==> src/rtl/robot_gait_sequencer.sv <==
// Biped hip gait sequencer: walks an 8-pose table, scales each pose by amplitude,
// and hands targets to the ramp stages, with dwell, stop/home and stall timeout.
module robot_gait_sequencer #(
  parameter int HOLDOFF_CYCLES = 4,
  parameter int DWELL_CYCLES   = 2_500_000,
  parameter int TIMEOUT_CYCLES = 50_000_000
) (
  input  logic       iClk,
  input  logic       iRst,
  input  logic       iStart,
  input  logic       iStop,
  input  logic       iDir,
  input  logic [1:0] iAmp,
  input  logic [1:0] iDone,
  output logic [7:0] oHipL,
  output logic [7:0] oHipR,
  output logic [2:0] oPoseIdx,
  output logic       oBusy,
  output logic       oStepPulse,
  output logic       oFault
);

  localparam logic [31:0] HOLD_LAST  = 32'(HOLDOFF_CYCLES - 1);
  localparam logic [31:0] DWELL_LAST = 32'(DWELL_CYCLES - 1);
  localparam logic [31:0] TO_LAST    = 32'(TIMEOUT_CYCLES - 1);
  localparam logic [7:0]  HOME_DEG   = 8'd90;

  typedef enum logic [2:0] {
    S_IDLE    = 3'd0,
    S_HOLDOFF = 3'd1,
    S_WAIT    = 3'd2,
    S_DWELL   = 3'd3,
    S_FAULT   = 3'd4
  } state_t;

  state_t      state_q, state_d;
  logic [31:0] cnt_q, cnt_d;
  logic [2:0]  idx_q, idx_d;
  logic [7:0]  hipl_q, hipl_d;
  logic [7:0]  hipr_q, hipr_d;
  logic        stop_q, stop_d;
  logic        homing_q, homing_d;
  logic        step_q, step_d;
  logic [2:0]  nxt_idx;
  logic        busy;

  function automatic logic [7:0] gait_l(input logic [2:0] idx);
    case (idx)
      3'd0: gait_l = 8'd90;
      3'd1: gait_l = 8'd105;
      3'd2: gait_l = 8'd120;
      3'd3: gait_l = 8'd105;
      3'd4: gait_l = 8'd90;
      3'd5: gait_l = 8'd75;
      3'd6: gait_l = 8'd60;
      default: gait_l = 8'd75;
    endcase
  endfunction

  // Right hip mirrors the left about 90 degrees.
  function automatic logic [7:0] gait_r(input logic [2:0] idx);
    gait_r = 8'd180 - gait_l(idx);
  endfunction

  function automatic logic [7:0] sat_angle(input logic signed [11:0] val);
    if (val < 12'sd0)
      sat_angle = 8'd0;
    else if (val > 12'sd180)
      sat_angle = 8'd180;
    else
      sat_angle = val[7:0];
  endfunction

  // Deviation from 90 is scaled by (amp+1)/2, floored via arithmetic shift.
  function automatic logic [7:0] scale_angle(input logic [7:0] base, input logic [1:0] amp);
    logic signed [11:0] dev;
    logic signed [11:0] mult;
    logic signed [11:0] prod;
    dev  = $signed({4'b0000, base}) - 12'sd90;
    mult = $signed({10'b0, amp}) + 12'sd1;
    prod = dev * mult;
    scale_angle = sat_angle((prod >>> 1) + 12'sd90);
  endfunction

  always_ff @(posedge iClk or posedge iRst) begin
    if (iRst) begin
      state_q  <= S_IDLE;
      cnt_q    <= '0;
      idx_q    <= '0;
      hipl_q   <= HOME_DEG;
      hipr_q   <= HOME_DEG;
      stop_q   <= 1'b0;
      homing_q <= 1'b0;
      step_q   <= 1'b0;
    end else begin
      state_q  <= state_d;
      cnt_q    <= cnt_d;
      idx_q    <= idx_d;
      hipl_q   <= hipl_d;
      hipr_q   <= hipr_d;
      stop_q   <= stop_d;
      homing_q <= homing_d;
      step_q   <= step_d;
    end
  end

  assign nxt_idx = iDir ? (idx_q - 3'd1) : (idx_q + 3'd1);
  assign busy    = (state_q != S_IDLE) && (state_q != S_FAULT);

  always_comb begin
    state_d  = state_q;
    cnt_d    = cnt_q;
    idx_d    = idx_q;
    hipl_d   = hipl_q;
    hipr_d   = hipr_q;
    stop_d   = stop_q | (busy & iStop);
    homing_d = homing_q;
    step_d   = 1'b0;
    case (state_q)
      S_IDLE: begin
        if (iStart) begin
          stop_d  = iStop;
          hipl_d  = scale_angle(gait_l(idx_q), iAmp);
          hipr_d  = scale_angle(gait_r(idx_q), iAmp);
          cnt_d   = '0;
          state_d = S_HOLDOFF;
        end
      end
      S_HOLDOFF: begin
        if (cnt_q == HOLD_LAST) begin
          cnt_d   = '0;
          state_d = S_WAIT;
        end else begin
          cnt_d = cnt_q + 32'd1;
        end
      end
      S_WAIT: begin
        if (iDone == 2'b11) begin
          cnt_d   = '0;
          state_d = S_DWELL;
        end else if (cnt_q == TO_LAST) begin
          cnt_d   = '0;
          state_d = S_FAULT;
        end else begin
          cnt_d = cnt_q + 32'd1;
        end
      end
      S_DWELL: begin
        if (cnt_q == DWELL_LAST) begin
          cnt_d = '0;
          // Homing is checked first so a late stop cannot re-trigger homing.
          if (homing_q) begin
            homing_d = 1'b0;
            stop_d   = 1'b0;
            state_d  = S_IDLE;
          end else if (stop_q) begin
            hipl_d   = HOME_DEG;
            hipr_d   = HOME_DEG;
            homing_d = 1'b1;
            state_d  = S_HOLDOFF;
          end else begin
            idx_d   = nxt_idx;
            hipl_d  = scale_angle(gait_l(nxt_idx), iAmp);
            hipr_d  = scale_angle(gait_r(nxt_idx), iAmp);
            step_d  = 1'b1;
            state_d = S_HOLDOFF;
          end
        end else begin
          cnt_d = cnt_q + 32'd1;
        end
      end
      S_FAULT: begin
        if (iStart) begin
          stop_d   = 1'b0;
          homing_d = 1'b1;
          hipl_d   = HOME_DEG;
          hipr_d   = HOME_DEG;
          cnt_d    = '0;
          state_d  = S_HOLDOFF;
        end
      end
      default: begin
        cnt_d   = '0;
        state_d = S_IDLE;
      end
    endcase
  end

  always_comb begin
    oBusy      = busy;
    oFault     = (state_q == S_FAULT);
    oStepPulse = step_q;
    oHipL      = hipl_q;
    oHipR      = hipr_q;
    oPoseIdx   = idx_q;
  end

endmodule
==> config.mk <==
export PLATFORM = sky130hd
export DESIGN_NAME = robot_gait_sequencer
export DESIGN_NICKNAME = d
export VERILOG_FILES = /design/src/rtl/robot_gait_sequencer.sv
export SDC_FILE = /design/constraint.sdc
export NUM_CORES = 1
export LEC_CHECK = 0
export CORE_UTILIZATION = 50
export DETAILED_ROUTE_END_ITERATION = 16
export PLACE_DENSITY = 0.67
export SYNTH_ARGS = -nofsm -noshare
export SYNTH_HDL_FRONTEND = slang
export SYNTH_SLANG_ARGS = --single-unit
export TNS_END_PERCENT = 30
==> constraint.sdc <==
create_clock -name iClk -period 8 [get_ports iClk]
set_clock_uncertainty 0.2 [all_clocks]
set_input_delay 0.8 -clock iClk [delete_from_list [all_inputs] [get_ports iClk]]
set_output_delay 0.8 -clock iClk [all_outputs]
set_load 0.05 [all_outputs]
* After elaboration in Yosys (flattened, before gate mapping)
Cells that the tools add are included.
Operators by class: magnitude comparators 8, eq/ne operators 26, bitwise operators 4, mux-type cells 55, multipliers 4, add/sub/neg operators 14, reduce and logical (&&, ||, !) cells 16
Operators by type and width (number):
- 2-to-1 mux 8 bit | 23
- 2-to-1 mux 32 bit | 5
- one-hot mux 32 bit (4 select lines) | 1
- one-hot mux 7 bit (4 select lines) | 2
- adder 11 x 8 -> 12 bit (second input constant) | 4
- greater-than comparator 12 x 9 -> 1 bit (second input constant) | 4
- < comparator 12 x 1 -> 1 bit (second input constant) | 4
- multiplier 9 x 4 -> 12 bit | 4
- one-hot mux 8 bit (3 select lines) | 2
- subtractor 8 x 7 -> 9 bit (second input constant) | 4
- adder 32 x 1 -> 32 bit (second input constant) | 1
- == test 32 x 2 -> 1 bit (second input constant) | 1
- == test 32 x 22 -> 1 bit (second input constant) | 1
- == test 32 x 26 -> 1 bit (second input constant) | 1
- == test 3 x 2 -> 1 bit (second input constant) | 6
- 2-to-1 mux 3 bit | 6
- subtractor 8 bit (first input constant) | 2
- == test 3 bit (second input constant) | 5
- 2-to-1 mux 1 bit | 13
- one-hot mux 3 bit (4 select lines) | 1
- != test 2 bit (second input constant) | 5
- OR reduction 2 bit | 5
- == test 3 x 1 -> 1 bit (second input constant) | 3
- zero test 3 bit | 3
- other kinds (17) | 21
Word-level totals: register bits 57, output and inout bits 22, input bits 9, word-level logic and storage cells 135

* Longest topological paths before layout
Gate-level depths: netlist (run 1).
depth after elaboration 20, gate-level depth with buffers 27, depth with buffers taken out 24

* Worst setup path after synthesis (run 1)
OpenSTA, ideal clock, no wires.
path type flip-flop to flip-flop, start point register idx_q[0] (netlist: oPoseIdx[0]), end point register hipl_q[3] (netlist: oHipL[3]), stages on the path, launching flop included 26, buffers on the path 3, period minus slack after synthesis 6095 ps, path slack 1905 ps, arrival 5811 ps, required time 7717 ps, setup time 83 ps, cell sequence dfrtp_1 > buf_2 > inv_1 > ha_1 > xnor2_1 > nand2_1 > clkbuf_1 > a21boi_0 > ha_1 > xnor2_1 > and2_1 > ha_1 > inv_1 > fa_1 > inv_1 > ha_1 > buf_2 > or3b_2 > o211ai_1 > or3b_1 > a21oi_1 > nor4bb_1 > and3_1 > o21ai_2 > o21ai_1 > a221o_1
Between the ends: cells in the longest elaborated chain, start to end 19, elaborated cells on any way between the ends 46, classes of those cells 6 x add/sub; 2 x mul; 4 x order compare; 10 x eq/ne; 18 x mux; 6 x reduce/logical
RTL lines:
- from (decl) | line 38 | logic [2:0] idx_q, idx_d;
- from (signal assigned) | line 98 | idx_q <= idx_d;
- adder 3 x 1 -> 3 bit or subtractor 3 x 1 -> 3 bit (tied branches) | line 107 | assign nxt_idx = iDir ? (idx_q - 3'd1) : (idx_q + 3'd1);
- 2-to-1 mux 3 bit | line 107
- == test 3 bit (tied with other cells) | line 48 | case (idx)
- OR reduction 2 bit (no source line)
- one-hot mux 7 bit (4 select lines) | line 48
- 2-to-1 mux 8 bit | line 156 | end else if (stop_q) begin
- 2-to-1 mux 8 bit | line 152 | if (homing_q) begin
- 2-to-1 mux 8 bit | line 149 | if (cnt_q == DWELL_LAST) begin
- [3 not listed]
- adder 11 x 8 -> 12 bit | line 82 | scale_angle = sat_angle((prod >>> 1) + 12'sd90);
- greater-than comparator 12 x 9 -> 1 bit | line 68 | else if (val > 12'sd180)
- 2-to-1 mux 8 bit | line 68
- 2-to-1 mux 8 bit | line 66 | if (val < 12'sd0)
- 2-to-1 mux 8 bit | line 156
- 2-to-1 mux 8 bit | line 152
- 2-to-1 mux 8 bit | line 149
- one-hot mux 8 bit (3 select lines) * | line 119 | case (state_q)
- to (signal assigned) | line 99 | hipl_q <= hipl_d;
- to (decl) | line 39 | logic [7:0] hipl_q, hipl_d;
Mark *: on every way between the ends. The rest lies on a longest branch, timed or not. The select of a mux whose other input is x is not followed. A chain may end at the register's enable or synchronous reset.

* Worst setup path in the final report (run 1)
start point register idx_q[0] (netlist: oPoseIdx[0]), end point register hipl_q[6] (netlist: oHipL[6])
Same word-level chain as after synthesis.

==> results of run 1 <==
-- critical path, delay by kind of cell, from the launching register on --
family | cells | cell delay, ps
adder cells (fa/ha/maj) | 5 | 1910
AO/OA/AOI/OAI | 6 | 1520
XOR/XNOR | 2 | 530
buffers and inverters | 3 | 390
AND/OR/NAND/NOR | 6 | 1480
flip-flops | 1 | 770
-- state kept, by name, indices dropped and copies added, names as in the netlist --
| register | count |
|---|---|
| oPoseIdx | 3 |
| state_q | 3 |
| oHipR | 8 |
| homing_q | 1 |
| oStepPulse | 1 |
| stop_q | 1 |
| cnt_q | 32 |
| oHipL | 8 |
-- cell usage in the layout (no fill, tap or decap), types with 6 or more instances in the layout --
cell type and count:
dfrtp_1 49, nor3_1 13, ha_1 97, and3_1 25
xnor2_1 47, clkdlybuf4s50_1 30, a31o_2 6, a21oi_1 46
a211oi_1 7, xor2_1 25, nand3_1 36, and2_1 33
nand2b_1 14, buf_4 6, o211ai_1 14, a31oi_1 6
o21ai_1 14, a21o_1 17, inv_1 165, o21a_1 7
o21ai_0 69, nand4_1 8, clkbuf_16 9, nor2b_1 14
fa_1 36, nor2_1 89, a221o_1 6, o31ai_1 19
nand2_1 101, dfstp_2 8, nor4_1 13, or2_2 12
-- through the flow --
step / cell area [sq um] / instances / setup WS, ps / util (%) / power (W)
2_1_floorplan: 8730 / 1137 / 1910 / - / 0.000754
3_3_place_gp: 9220 / 1362 / 1360 / 54.8 / 0.000858
3_5_place_dp: 9220 / 1362 / 1210 / 54.8 / 0.000863
4_1_cts: 9560 / 1378 / 1160 / 56.9 / 0.00132
5_1_grt: 9560 / 1378 / 613 / 56.9 / 0.00141
6_report: 9560 / 1378 / 1110 / 56.9 / 0.00132
-- kinds of logic after synthesis --
| kind of cell | count (synthesis) | share of synthesized area (%) |
|---|---|---|
| buffers and inverters | 198 | 8.70 |
| xor gates and xnor gates | 73 | 7.41 |
| adders and majority gates | 133 | 22.1 |
| and+or+nand+nor | 399 | 23.4 |
| muxes | 4 | 0.473 |
| AOI/OAI and AO/OA | 273 | 21.4 |
| DFF | 57 | 16.4 |
-- worst max-delay path by stage --
stage	end	slack [ps]	cells past startpoint
final	oHipL[6]$_DFFE_PP1P_	1110	22
after global routing	oHipL[6]$_DFFE_PP1P_	610	22
after CTS	oHipL[6]$_DFFE_PP1P_	1160	22
after detailed placement	oHipL[6]$_DFFE_PP1P_	1210	22
after global placement	oHipL[6]$_DFFE_PP1P_	1360	22
after floorplan	oHipL[3]$_DFFE_PP1P_	1910	25
-- routing by layer --
layer | share of wire, % | vias up | GRT usage (%)
met1 | 47 | 3697 | 32.5
met5 | 0 | - | 0
li1 | - | 3967 | -
met2 | 47 | 130 | 41.3
met4 | 3.0 | 0 | 8.93
met3 | 2.5 | 25 | 2.19
-- cell type report --
type	count	area [sq um]	area share, %
clock buffers	9	225	2.35
clock inverters	7	118	1.23
inverters	167	627	6.55
multi-input cells	882	6540	68.4
flip-flops and latches	57	1440	15.0
well taps	220	275	2.88
repair buffers	36	345	3.61
-- power breakdown --
| group | switching, W | internal, W | total, W |
|---|---|---|---|
| Sequential | 0.0000000000000000000730 | 0.000289 | 0.000289 |
| Clock | 0.000148 | 0.000305 | 0.000453 |
| Combinational | 0.000342 | 0.000234 | 0.000576 |
| Total | 0.000490 | 0.000827 | 0.00132 |
==> flow_metrics.py, run 1 <==
metrics = {
    "status": {
        "status": "complete, no violations",
    },
    "die": {
        "start_util_pct": 51.9,
        "io_pins": 31,
        "die-height_um": 134,
        "fp-row-count": 47,
        "die_w_um": 134,
        "core_area_sq_um": 16800,
        "dieArea_sq_um": 18000,
    },
    "worst_setup_path": {
        "crit_slowest_cell": "dfrtp_1",
        "startpoint": "oPoseIdx[0]$_DFFE_PP0P_",
        "cp_cell_sequence": "inv_1 -> ha_1 -> xnor2_1 -> nand2_1 -> a21boi_0 -> ha_1 -> xnor2_1 -> and2_1 -> ha_1 -> inv_1 -> fa_1 -> inv_1 -> ha_1 -> or3b_2 -> o211ai_1 -> or3b_1 -> a21oi_1 -> nor4bb_1 -> and3_1 -> o21ai_2 -> o21ai_0 -> a221o_1",
        "critPathArrivalTime_ps": 6940,
        "crit_required_ps": 8060,
        "setup.worst_path.class": "reg2reg",
        "slowest_delay_ps": 770,
        "path_common_cell": "ha_1",
        "startpoint_type": "flip-flop",
        "r2r-end": "oHipL[6]$_DFFE_PP1P_",
        "endpoint_kind": "flip-flop",
        "r2r_setup_slack_ps": 1110,
        "r2r_start": "oPoseIdx[0]$_DFFE_PP0P_",
        "crit_fanout": 22,
        "reg2regPathDepth": 22,
    },
    "synth": {
        "yosysSeqAreaShare_pct": 16.4,
        "synth-edff-count": 0,
        "synth_top_cell_area_share_pct": 14.0,
        "netlist_area_sq_um": 8730,
        "synthCells": 1137,
        "syn_nets": 1279,
        "synthFlopType": "dfrtp_1",
        "ys_ff_latch": 57,
        "avgSynthCellArea_sq_um": 7.68,
        "synth.distinct_cells": 90,
        "synth_common_cells": "inv_1 (166), nand2_1 (101), ha_1 (97), nor2_1 (89), o21ai_0 (69)",
        "async_flop_share_pct": 100,
        "yosys.area.top_type": "dfrtp_1",
        "yosysWarningCount": 0,
        "yosysMostFrequentCell": "inv_1",
        "synthTopCellsByArea": "dfrtp_1 (14%), ha_1 (14%), fa_1 (8.3%)",
    },
    "flow_run": {
        "maxCapViolations": 0,
    },
    "sta": {
        "worstMarginPinSlew_ps": 1090,
        "hold_viol": 0,
        "slew_headroom_pct": 27.3,
        "fmax_ghz": 0.145,
        "fin_crit_sh_pct": 86.1,
        "finalSetupTns_ps": 0,
        "rsz0062_at_grt": "no",
        "fin_crit_ps": 6890,
        "holdWs_ps": 279,
        "slew_violations": 0,
        "setup_violations": 0,
    },
    "drt": {
        "firstDrtPassIters": 4,
        "drtIter0Drc": 480,
        "drc": 0,
        "vias": 7819,
        "wl_per_cell_um": 15.4,
        "drtAntennaViolNets": 0,
        "routed_wl_um": 21200,
        "viasPerCell": 5.67,
    },
    "clock_tree": {
        "h-tree-depth": 3,
        "cts_root_buffer": "clkbuf_16",
        "clock_sinks": 57,
        "clockBufferDepth": 2,
        "clk_pin_slew_worst_paths_ps": 50,
        "cts_tree": "built",
        "insertion_delay_ps": 330,
        "post_cts_buffers": 0,
        "numCtsBuffers": 9,
        "cts_resized": 0,
        "hold_buffers": 0,
    },
    "finish": {
        "drive_gt1_share_pct": 6.39,
        "diodes": 0,
        "fill_cells": 1627,
        "area_growth_pct": 9.51,
        "nNetsFinal": 1295,
    },
    "global_routing": {
        "grt_pass1_vias": 7325,
        "track_usage_pct": 24.4,
        "antenna_found_initial": 0,
        "grt_pass1_wl_um": 35600,
        "grt_overflow": 0,
        "grt_start_max_net_pins": 58,
    },
    "power_and_ir_drop": {
        "power_density_nw_per_um2": 138,
        "p_leak_nw": 4.40,
        "worst_ir_drop_vdd_mv": 0.0960,
    },
    "worst_hold_path": {
        "whs_path_depth": 2,
        "hp-class": "reg2reg",
        "worstHoldEndpoint": "oHipL[4]$_DFFE_PP1P_",
        "min_from": "oHipL[4]$_DFFE_PP1P_",
    },
    "placement": {
        "io_buffers": 30,
        "place_congestion": 0.880,
        "hpwl_um": 16600,
    },
}
No activity file was read; power rests on OpenSTA's default activity.
==> run 2: changes to the inputs <==
--- a/config.mk
+++ b/config.mk
@@ -5,8 +5,11 @@
 export SDC_FILE = /design/constraint.sdc
 export NUM_CORES = 1
 export LEC_CHECK = 0
+export CORE_ASPECT_RATIO = 1.2
 export CORE_UTILIZATION = 50
+export CTS_CLUSTER_SIZE = 12
 export DETAILED_ROUTE_END_ITERATION = 16
+export GPL_TIMING_DRIVEN = 0
 export PLACE_DENSITY = 0.67
 export SYNTH_ARGS = -nofsm -noshare
 export SYNTH_HDL_FRONTEND = slang
==> flow_metrics.py, run 2 (same netlist as run 1, synthesis figures left out) <==
metrics = {
    "finish": {
        "diodes": 0,
        "post_layout_nonfiller_instances": 1400,
        "final_common_cell": "inv_1",
        "fill_cells": 1667,
        "nNetsFinal": 1321,
        "layout_common_cells": "inv_1 (165), nand2_1 (101), ha_1 (97)",
        "drive_gt1_share_pct": 6.67,
        "final_area_sq_um": 9600,
        "largest_reg_flops": 32,
        "largest-register": "cnt_q",
        "area_growth_pct": 9.90,
    },
    "die": {
        "io_pins": 31,
        "die_w_um": 123,
        "dieArea_sq_um": 18000,
        "fp-row-count": 52,
        "start_util_pct": 51.4,
        "core_area_sq_um": 17000,
        "die-height_um": 147,
    },
    "drt": {
        "viasPerCell": 5.72,
        "wl_per_cell_um": 15.5,
        "vias": 8011,
        "routed_wl_um": 21700,
        "firstDrtPassIters": 5,
        "drtAntennaViolNets": 0,
        "drc": 0,
        "drtIter0Drc": 398,
    },
    "worst_setup_path": {
        "crit_required_ps": 8010,
        "critPathArrivalTime_ps": 6630,
        "setup.worst_path.class": "reg2reg",
        "crit_fanout": 10,
        "endpoint_kind": "flip-flop",
        "startpoint_type": "flip-flop",
        "slowest_delay_ps": 540,
        "path_common_cell": "ha_1",
        "crit_slowest_cell": "fa_1",
    },
    "placement": {
        "pre_cts_ws_ps": 1240,
        "placed_cells": 1384,
        "io_buffers": 30,
        "dpl_cell_area_sq_um": 9320,
        "place_congestion": 0.944,
        "hpwl_um": 17500,
    },
    "global_routing": {
        "grt_start_max_net_pins": 36,
        "grt_pass1_vias": 7618,
        "antenna_found_initial": 0,
        "grt_overflow": 0,
        "grt_pass1_wl_um": 36200,
        "track_usage_pct": 25.1,
    },
    "clock_tree": {
        "cts_tree": "built",
        "post_cts_buffers": 0,
        "clk_pin_slew_worst_paths_ps": 60,
        "clock_sinks": 57,
        "h-tree-depth": 3,
        "cts_resized": 0,
        "insertion_delay_ps": 330,
        "numCtsBuffers": 9,
        "hold_buffers": 0,
        "clockBufferDepth": 2,
        "cts_root_buffer": "clkbuf_16",
    },
    "sta": {
        "finalSetupTns_ps": 0,
        "rsz0062_at_grt": "no",
        "hold_viol": 0,
        "fin_crit_ps": 6620,
        "slew_headroom_pct": 28.5,
        "fmax_ghz": 0.151,
        "worstMarginPinSlew_ps": 1070,
        "setup_violations": 0,
        "slew_violations": 0,
        "setup_ws_ps": 1380,
        "fin_crit_sh_pct": 82.8,
    },
    "power_and_ir_drop": {
        "power_density_nw_per_um2": 128,
        "worst_ir_drop_vdd_mv": 0.131,
        "p_leak_nw": 4.42,
    },
    "flow_run": {
        "maxCapViolations": 0,
    },
    "worst_hold_path": {
        "hp-class": "reg2reg",
    },
    "status": {
        "status": "complete, no violations",
    },
}
[run 2: changes by cell type in the layout (fill, tap and decap cells not counted), sizes merged]
cell	before	now
clkinvlp	0	1
bufinv	3	0
buf	6	13
clkinv	4	5
clkbuf	9	30
inv	167	166
[run 2: power by group]
group | internal [W] | switching, W
clock network | 0.000217 | 0.000145
logic | 0.000235 | 0.000345
registers | 0.000289 | 0.0000000000000000000682
[run 2: layer usage]
layer	global-route usage, %	share of wire, %	up-vias
li1	-	-	4012
met1	31.1	44	3833
met2	44.6	50	123
met3	2.37	2.6	43
met4	9.33	3.3	0
met5	0	0	-
[run 2: cell type report]
class	count	area [sq um]	area share, %
tap	216	270	2.82
buffer	31	133	1.38
sequential	57	1440	15.0
clock inverter	5	31.3	0.326
multi-input combinational	882	6540	68.1
inverter	167	627	6.53
clock buffer	11	243	2.53
timing repair buffer	31	320	3.34
[run 2: final timing paths]
path                                    startpoint                    to  slack [ps]  cells past startpoint
max in group asynchronous                     iRst  oHipL[4]$_DFFE_PP1P_        6330                      3
max                        oPoseIdx[0]$_DFFE_PP0P_  oHipL[5]$_DFFE_PP0P_        1380                     25
min in group asynchronous                     iRst  oHipR[7]$_DFFE_PP0P_         620                      2
max reg2reg                oPoseIdx[0]$_DFFE_PP0P_  oHipL[5]$_DFFE_PP0P_        1380                     25
min                           oHipR[5]$_DFFE_PP0P_  oHipR[5]$_DFFE_PP0P_         280                      2
min reg2reg                   oHipR[5]$_DFFE_PP0P_  oHipR[5]$_DFFE_PP0P_         280                      2
[run 2: through the flow]
stage / util (%) / hold slack [ps] / total power (W)
5_1_grt: 56.5 / 321 / 0.00132
2_1_floorplan: - / 241 / 0.000754
3_3_place_gp: 54.8 / 265 / 0.000862
4_1_cts: 56.5 / 285 / 0.00123
6_report: 56.5 / 282 / 0.00123
3_5_place_dp: 54.9 / 274 / 0.000866
[run 2: worst max-delay path, delay by kind of cell (launching register included)]
kind	cells	cell delay, ps
buffers and inverters	6	980
XOR/XNOR	2	320
flip-flops	1	410
AND/OR/NAND/NOR	6	1170
adder cells (fa/ha/maj)	5	1730
AO/OA/AOI/OAI	6	1670
==> run 3: changes to the inputs <==
--- a/config.mk
+++ b/config.mk
@@ -10,7 +10,7 @@
 export CTS_CLUSTER_SIZE = 12
 export DETAILED_ROUTE_END_ITERATION = 16
 export GPL_TIMING_DRIVEN = 0
-export PLACE_DENSITY = 0.67
+export PLACE_DENSITY = 0.7
 export SYNTH_ARGS = -nofsm -noshare
 export SYNTH_HDL_FRONTEND = slang
 export SYNTH_SLANG_ARGS = --single-unit
==> constraint.sdc (replaced) <==
create_clock -name iClk -period 5.9 [get_ports iClk]
set_clock_uncertainty 0.2 [all_clocks]
set_input_delay 0.59 -clock iClk [delete_from_list [all_inputs] [get_ports iClk]]
set_output_delay 0.59 -clock iClk [all_outputs]
set_load 0.05 [all_outputs]
==> flow_metrics.py, run 3 (same netlist as run 1, synthesis figures left out) <==
metrics = {
    "drt": {
        "wl_met1_um": 9430,
        "firstDrtPassIters": 6,
        "routed_wl_um": 22300,
        "wl_per_cell_um": 15.8,
        "vias": 8194,
        "drtIter0Drc": 451,
        "met2_length_um": 11500,
        "drtAntennaViolNets": 0,
        "viasPerCell": 5.79,
        "wl_met3_um": 667,
        "top_layer": "met4",
        "drc": 0,
    },
    "sta": {
        "rsz0062_at_grt": "yes",
        "hold_viol": 0,
        "slew_headroom_pct": 29.9,
        "fin_crit_ps": 5720,
        "setup_violations": 0,
        "fin_crit_sh_pct": 96.9,
        "worstMarginPinSlew_ps": 1030,
        "fmax_ghz": 0.175,
        "finalSetupTns_ps": 0,
        "slew_violations": 0,
    },
    "worst_setup_path": {
        "slowest_delay_ps": 530,
        "path_common_cell": "ha_1",
        "critPathArrivalTime_ps": 5790,
        "startpoint_type": "flip-flop",
        "crit_family": "adder cells",
        "worst-path-buf-inv": 7,
        "crit_slowest_cell": "fa_1",
        "crit_required_ps": 5980,
        "setup.worst_path.class": "reg2reg",
        "endpoint_kind": "flip-flop",
        "crit_fanout": 10,
    },
    "finish": {
        "largest_reg_flops": 32,
        "final_common_cell": "inv_1",
        "drive_gt1_share_pct": 13.0,
        "post-route-util_pct": 59.7,
        "largest-register": "cnt_q",
        "layout_common_cells": "inv_1 (163), nand2_1 (99), ha_1 (91)",
        "nNetsFinal": 1335,
        "area_growth_pct": 16.0,
        "diodes": 0,
    },
    "die": {
        "dieArea_sq_um": 18000,
        "start_util_pct": 51.4,
        "core_area_sq_um": 17000,
        "die-height_um": 147,
        "fp-row-count": 52,
        "die_w_um": 123,
        "io_pins": 31,
    },
    "global_routing": {
        "grt_pass1_wl_um": 37300,
        "grt_overflow": 0,
        "grt_start_max_net_pins": 36,
        "track_usage_pct": 25.8,
        "grt_pass1_vias": 7967,
        "antenna_found_initial": 0,
    },
    "clock_tree": {
        "clk_pin_slew_worst_paths_ps": 60,
        "numCtsBuffers": 9,
        "cts_tree": "built",
        "clockBufferDepth": 2,
        "h-tree-depth": 3,
        "insertion_delay_ps": 340,
        "cts_root_buffer": "clkbuf_16",
        "clock_sinks": 57,
    },
    "power_and_ir_drop": {
        "fin_total_pwr_w": 0.00183,
        "power_density_nw_per_um2": 181,
        "p_leak_nw": 4.59,
        "worst_ir_drop_vdd_mv": 0.154,
    },
    "flow_run": {
        "maxCapViolations": 0,
    },
    "status": {
        "status": "complete, no violations",
    },
    "placement": {
        "hpwl_um": 17400,
        "io_buffers": 30,
        "place_congestion": 0.917,
    },
    "worst_hold_path": {
        "hp-class": "reg2reg",
    },
}
## run 3: final timing paths
kind	slack, ps	end	cells after the start	start
min	270	oHipL[4]$_DFFE_PP1P_	2	oHipL[4]$_DFFE_PP1P_
max in group asynchronous	4440	oHipL[3]$_DFFE_PP1P_	3	iRst
max	180	oHipL[7]$_DFFE_PP0P_	26	oPoseIdx[1]$_DFFE_PP0P_
min reg2reg	270	oHipL[4]$_DFFE_PP1P_	2	oHipL[4]$_DFFE_PP1P_
max reg2reg	180	oHipL[7]$_DFFE_PP0P_	26	oPoseIdx[1]$_DFFE_PP0P_
min in group asynchronous	410	oHipR[5]$_DFFE_PP0P_	2	iRst
## run 3: routing by layer
layer,track usage (%),vias to the layer above
met2,45.8,169
li1,-,4050
met1,31.4,3932
met5,0,-
met3,2.60,43
met4,10.4,0
## run 3: area by class of cell
| cell class | instances | area [sq um] |
|---|---|---|
| sequential | 57 | 1440 |
| multi-input combinational | 882 | 6900 |
| fill | 1547 | 6850 |
| timing repair buffer | 48 | 460 |
| clock buffer | 10 | 239 |
| buffer | 28 | 131 |
| inverter | 167 | 631 |
| clock inverter | 6 | 66.3 |
| tap | 216 | 270 |
## run 3: worst register-to-register path: stages (launching register included)
cell and delay (ps):
dfrtp_2 450, inv_2 110, ha_1 210, clkbuf_4 200, xnor2_2 160, mux2i_2 220, buf_4 190, nand3_2 100
ha_4 220, xnor2_1 140, and2_1 190, ha_1 260, inv_1 50, fa_1 530, inv_1 40, ha_1 270
clkbuf_4 170, or3b_2 440, o211ai_1 100, or3b_4 200, a21oi_4 60, buf_4 170, or2_2 260, a31oi_1 180
a21oi_1 70, nor4_1 280, a221o_1 170
## run 3: repair_timing
item,4_1_cts,5_1_grt
setup buffers,9,8
hold buffers,0,0
setup endpoints to repair,16,16
pin swaps,4,20
resized for setup,17,65
## run 3: power by group
part	leakage, nW	internal [W]	switching (W)
clock	0.141	0.000339	0.000209
sequential	0.661	0.000391	0.000000000000000000114
combinational	3.79	0.000370	0.000522
## run 3: stage by stage
step | setup WS, ps | area [sq um] | hold slack (ps) | cells
after detailed placement | -513 | 9330 | 264 | 1384
after global routing | -47.1 | 10100 | 304 | 1414
after floorplan | -4.91 | 8740 | 241 | 1137
after CTS | 30.6 | 9780 | 272 | 1407
final | 183 | 10100 | 274 | 1414
after global placement | -486 | 9310 | 261 | 1383
